File: config.mk
export PLATFORM = sky130hd
export DESIGN_NAME = alu_op_ctrl
export DESIGN_NICKNAME = d
export VERILOG_FILES = /design/src/rtl/alu_op_ctrl.sv
export SDC_FILE = /design/constraint.sdc
export NUM_CORES = 1
export LEC_CHECK = 0
export BUFFER_PORTS_ARGS = -buffer_cell sky130_fd_sc_hd__buf_2
export CAP_MARGIN = 30
export CORE_MARGIN = 10
export CORE_UTILIZATION = 40
export CTS_CLUSTER_SIZE = 40
export DETAILED_ROUTE_END_ITERATION = 16
export HOLD_SLACK_MARGIN = 0.03
export PLACE_DENSITY_LB_ADDON = 0.3
export RECOVER_POWER = 25
export SLEW_MARGIN = 20
export SYNTH_ARGS = -nofsm -noshare
export SYNTH_HDL_FRONTEND = slang
export SYNTH_SLANG_ARGS = --single-unit
export TNS_END_PERCENT = 1
File: constraint.sdc
create_clock -name clock -period 5.16 [get_ports clock]
set_input_delay 0 -clock clock [delete_from_list [all_inputs] [get_ports clock]]
set_output_delay 0 -clock clock [all_outputs]
set_load 0.01 [all_outputs]
File: src/rtl/alu_op_ctrl.sv
`default_nettype none
// ============================================================================
// Module   : alu_op_ctrl
// Brief    : Drives result-mux select lines for an ALU opcode, waits one or
//            MULTI_LAT cycles, captures the selected result and presents it on
//            a valid/ready response port.
// Revision : 1.0 - initial release
// ============================================================================
module alu_op_ctrl #(
    parameter int WIDTH     = 32,
    parameter int MULTI_LAT = 4
) (
    input  logic             clock,
    input  logic             reset,
    input  logic             req_valid,
    output logic             req_ready,
    input  logic [2:0]       req_opcode,
    output logic             ctrl_s0,
    output logic             ctrl_s1,
    output logic             ctrl_s2,
    input  logic [WIDTH-1:0] mux_out,
    output logic             rsp_valid,
    input  logic             rsp_ready,
    output logic [WIDTH-1:0] rsp_data,
    output logic [2:0]       rsp_opcode,
    output logic             busy
);

    localparam logic [1:0] c_st_idle   = 2'd0;
    localparam logic [1:0] c_st_settle = 2'd1;
    localparam logic [1:0] c_st_wait   = 2'd2;
    localparam logic [1:0] c_st_hold   = 2'd3;

    localparam logic [3:0] c_lat_init  = 4'(MULTI_LAT - 1);

    logic [1:0]       r_state;
    logic [1:0]       w_next_state;
    logic [2:0]       r_sel;
    logic [3:0]       r_cnt;
    logic             r_rsp_valid;
    logic [WIDTH-1:0] r_rsp_data;
    logic [2:0]       r_rsp_opcode;
    logic             w_accept;
    logic             w_multi;
    logic             w_capture;

    assign w_accept  = req_valid && req_ready;
    assign w_multi   = req_opcode[2] && req_opcode[1];
    // Single-cycle ops capture straight out of SETTLE; multi-cycle ops once the
    // down-counter has run out.
    assign w_capture = (r_state == c_st_settle) ||
                       ((r_state == c_st_wait) && (r_cnt == 4'd0));

    always_ff @(posedge clock or posedge reset) begin
        if (reset) begin
            r_state <= c_st_idle;
        end else begin
            r_state <= w_next_state;
        end
    end

    always_comb begin
        w_next_state = r_state;
        case (r_state)
            c_st_idle: begin
                if (w_accept) begin
                    w_next_state = w_multi ? c_st_wait : c_st_settle;
                end
            end
            c_st_settle: begin
                w_next_state = c_st_hold;
            end
            c_st_wait: begin
                if (r_cnt == 4'd0) begin
                    w_next_state = c_st_hold;
                end
            end
            c_st_hold: begin
                if (w_accept) begin
                    w_next_state = w_multi ? c_st_wait : c_st_settle;
                end else if (rsp_ready) begin
                    w_next_state = c_st_idle;
                end
            end
            default: begin
                w_next_state = c_st_idle;
            end
        endcase
    end

    always_comb begin
        req_ready = (r_state == c_st_idle) || ((r_state == c_st_hold) && rsp_ready);
        busy      = (r_state != c_st_idle);
    end

    always_ff @(posedge clock or posedge reset) begin
        if (reset) begin
            r_sel        <= 3'd0;
            r_cnt        <= 4'd0;
            r_rsp_valid  <= 1'b0;
            r_rsp_data   <= '0;
            r_rsp_opcode <= 3'd0;
        end else begin
            if (w_accept) begin
                r_sel <= req_opcode;
                r_cnt <= w_multi ? c_lat_init : 4'd0;
            end else if ((r_state == c_st_wait) && (r_cnt != 4'd0)) begin
                r_cnt <= r_cnt - 4'd1;
            end

            // Retirement in HOLD and a capture are mutually exclusive by state.
            if (w_capture) begin
                r_rsp_valid  <= 1'b1;
                r_rsp_data   <= mux_out;
                r_rsp_opcode <= r_sel;
            end else if ((r_state == c_st_hold) && rsp_ready) begin
                r_rsp_valid  <= 1'b0;
            end
        end
    end

    assign ctrl_s0    = r_sel[0];
    assign ctrl_s1    = r_sel[1];
    assign ctrl_s2    = r_sel[2];
    assign rsp_valid  = r_rsp_valid;
    assign rsp_data   = r_rsp_data;
    assign rsp_opcode = r_rsp_opcode;

endmodule
`default_nettype wire

-- Word-level counts from Yosys, hierarchy flattened
Index checks and enable logic that the tools add are counted.
- ROM bits: 0
- bits in latches: 0
- RAM bits: 0
- memories kept: 0
- output and inout bits: 41
- register bits: 45
- word-level logic and storage cells: 38
- div/mod/pow operators: 0
- multiplexer cells: 11
- equality and inequality tests: 6
- add/subtract/negate cells: 1
- $mul: 0
- bitwise logic cells: 0
- reduce and logical (&&, ||, !) cells: 14
- magnitude comparators: 0
- shifts and indexed selects: 0
- operator list (cell ; number):
    two-way mux 2 bit ; 6
    two-way mux 4 bit ; 2
    case mux 2 bit (4 select lines) ; 1
    nonzero test 2 bit ; 3
    logical AND 1 bit ; 5
    equality test 2 bit (second input constant) ; 2
    logical NOT 4 bit ; 1
    != test 2 bit (second input constant) ; 2
    nonzero test 4 bit ; 1
    subtractor 4 x 1 -> 4 bit (second input constant) ; 1
    != test 3 bit (second input constant) ; 1
    AND reduction 3 bit ; 1
    equality test 2 x 1 -> 1 bit (second input constant) ; 1
    logical NOT 2 bit ; 1
    logical OR 1 bit ; 2
    two-way mux 1 bit ; 2

-- Depth between registers and ports, before layout
- word-level depth: 6
- gate-level depth with buffers: 6

-- Worst setup path after synthesis
No wires, ideal clock.
- path type: register to register
- start: register r_cnt[0]
- end: register r_state[0]
- buffers on the path: 0
- arrival: 1622 ps
- stages on the path, launching flop included: 6
- slack: 3414 ps
- setup time: 125 ps
- cells stage by stage: dfrtp_1 -> inv_1 -> ha_1 -> or3b_1 -> a221oi_2 -> mux2_2
- word-level cells in the longest chain between the ends: 3
- ends and longest elaborated chain (what ; RTL line ; RTL):
    start, declared ; 39 ; logic [3:0] r_cnt;
    start signal, assigned ; 106 ; r_cnt <= w_multi ? c_lat_init : 4'd0;
    start signal, assigned ; 108 ; r_cnt <= r_cnt - 4'd1;
    logical NOT 4 bit ; 74 ; if (r_cnt == 4'd0) begin
    != test 2 bit (no line) ; n/a ;
    AND reduction 3 bit (no line) ; n/a ;
    end signal, assigned ; 56 ; r_state <= c_st_idle;
    end signal, assigned ; 58 ; r_state <= w_next_state;
    end, declared ; 36 ; logic [1:0] r_state;
Every way passes these cells.
A chain may end at the register's enable or synchronous reset.

==> results.md <==
* Post-Route WL at 5.25 mm
* Clk sinks at between 40 and 50
* Crit path capture type: async pin
* Failing checks: capacitance limit, slew limit
* Starting Density at between 40% and 50%
* Max-cap violation count at 1
* Compound-Gate Fraction of Synth Area at 5.16%
* Worst Tran Pin Value at 1600 ps
* Die ar. at around 0.008 sq mm
* Internal Dissipation at 0.00111 W
* CTS tree: built
* Achievable Freq at ~450 MHz
* Share of the synthesized area in the top cell type at 58.1%
* CTS max path bufs at 2
* Post-synth top cells: 45 x dfrtp_1, 39 x mux2_2, 10 x inv_1
* GP Congestion at around 0.80
* Area delta synth->final at 49.3%
* Placed insts at 282
* Hold Violations, Final at 0
* Count leader, synth: dfrtp_1
* Vias/cell at 4.68
* Clock Latency Late Sink at 300 ps
* Syn Inst Count at 138
* Mean Syn Cell Area at ~14 sq um
* P per Cell Area at 605 mW/mm^2
* Xor/xnor share of the synthesized area at 0%
* Status: finished with violations
* Design area at 0.00289 sq mm
* Critical path data arrival time at 2310 ps
* Setup Viol. Count Final at 0
* Post-Synth Adder-Cell Area at 4.52%
* Total CTS buffers at 5
* Io pins at 80
* Multiplexer share of the synthesized area at 23.2%
* Crit path max fanout at 30
* Fin cells at approximately 330
* Final critical-path required period at 2200 ps
* Combinational fraction of design power at 51.3%
* Switch share at a little over a third
* Yosys reg bits at 45
* Vias at 1531
* Yosys top cell by area: dfrtp_1
* Row cnt at 25
* Asr flop ratio synth at 100%
* IO buf count at 79
* CTS resizes at 0
* Area contributors post-synth: dfrtp_1 58%, mux2_2 23%, ha_1 4.5%, inv_1 1.9%, nand2_1 1.4%
* Leak pwr at 1.38 nW
* Die X at 89.6 um
* RSZ-0062 raised after global routing: no
* Worst-path clk slew at roughly 80 ps
* Sequential power share at 36.0%
* Antenna violations before repair at 0
* Prevailing post-synth register cell: dfrtp_1
* Max IR drop VDD at ~280 uV
* Post-synth EDFFs at 0
* Dpl cell area at between 0.002 and 0.0025 sq mm
* Post-Syn Nets at 184
* Cell variety after synth at 27
* Clk root buf: clkbuf_8
* Setup TNS at 0 ps
* Gr usage total at approximately 14%
* Core area at 0.00472 sq mm
* Drt first pass iters at 4
* Final design utilization at 61.3%
* Hold buffers post-CTS at 37
* H-tree levels at 2
* Max Clock Skew at 10.2 ps
* Post-synthesis sequential area ratio at 58.1%
* Largest family of logic cells by synthesized area: multiplexers
* Vias in the first global route at 1729
* Yosys warns at 0
* Post-detail-place hpwl at 3.49 mm
* N_diodes at 0
* Layout cell share with drive strength beyond 1 at 50.0%
* Final Net Count at 306
* Hold WC Path Type: in -> reg
* Max-slew violations at 31
* DRT antenna net count at 0
* Post-synthesis simple-gate area fraction at between 5 and 6%
* DR DRC count at 0
* Starting DRT DRC Count at between 70 and 80
* Max_slew headroom at -6.73%
* Largest net degree at the start of global routing at 46
* Critical Path RT at 5280 ps
* Global-route wire length before repair at between 8 and 9 mm
* DR WL/cell at 16.1 um
* Period utilization at 42.6%
* Part of the power in the clock network at 12.7%
* Gr ovfl total at 0
* Crit path kind: in -> async
* Die Span Y at ~90 um
* Setup Fix Bufs, Post-CTS at 0
* Sw power at 0.000639 W
* Cell area after synthesis at 0.00194 sq mm
* Critical Path Start Type: input port
critical path, stage by stage:
cell and delay [ps]:
dlygate4sd3_1 540, buf_2 130, inv_1 410, clkbuf_1 1220
layout by cell type (no fill, tap or decap), types with 2 or more instances in the layout:
cell,n
a21oi_1,3
buf_2,79
clkbuf_8,6
dfrtp_1,45
dlygate4sd3_1,37
ha_1,7
inv_1,10
mux2_2,39
nand2_1,7
nor2_1,2
o21ai_0,2
o22ai_1,2
cell families after synthesis:
logic type / count (synthesis)
multiplexers: 40
flip-flops: 45
AND/OR/NAND/NOR: 19
buffers and inverters: 13
AO/OA/AOI/OAI: 14
adder cells (fa/ha/maj): 7
power groups by stage:
stage | clock network (W) | logic (W) | registers, W
after floorplan | 0 | 0.000494 | 0.000704
after global placement | 0 | 0.000836 | 0.000628
after detailed placement | 0 | 0.000886 | 0.000633
after CTS | 0.000230 | 0.000912 | 0.000629
after global routing | 0.000245 | 0.000985 | 0.000658
final | 0.000222 | 0.000898 | 0.000630
registers in the layout (all words and copies together), names as in the netlist:
| name | count |
|---|---|
| r_cnt | 4 |
| r_state | 2 |
| r_sel | 3 |
| rsp_opcode | 3 |
| rsp_valid | 1 |
| rsp_data | 32 |
final cells by class:
type | count | area [sq um]
fill | 386 | 1830
sequential | 45 | 1130
timing repair buffer | 118 | 797
multi-input combinational | 80 | 759
tap | 67 | 83.8
clock buffer | 6 | 82.6
inverter | 10 | 37.5
clock inverter | 1 | 7.51
layer usage:
layer,vias to the layer above,share of wire (%),GRT usage (%)
met1,745,36,13.8
met5,-,0,0
met2,48,54,24.3
met3,9,8.8,6.68
met4,0,1.4,4.77
li1,729,-,-
metrics by stage:
step                      setup slack [ps]  hold slack [ps]  total power, W
after CTS                             3070              144         0.00177
after global routing                  2550              183         0.00189
final                                 2960              148         0.00175
after global placement                2880              231         0.00146
after floorplan                       3410              150         0.00120
after detailed placement              3090              236         0.00152
final timing paths:
path | endpoint | depth (start not counted) | slack, ps | from
max | rsp_data[10]$_DFFE_PP0P_ | 4 | 2960 | reset
min | r_cnt[3]$_DFFE_PP0P_ | 4 | 150 | req_valid
max reg2reg | rsp_data[26]$_DFFE_PP0P_ | 6 | 3090 | r_cnt[0]$_DFFE_PP0P_
min reg2reg | rsp_valid$_DFFE_PP0P_ | 2 | 470 | rsp_valid$_DFFE_PP0P_
max in group clock | rsp_data[26]$_DFFE_PP0P_ | 6 | 3090 | r_cnt[0]$_DFFE_PP0P_
min in group asynchronous | rsp_data[9]$_DFFE_PP0P_ | 3 | 320 | reset
Power figures use the tool's default switching activity.
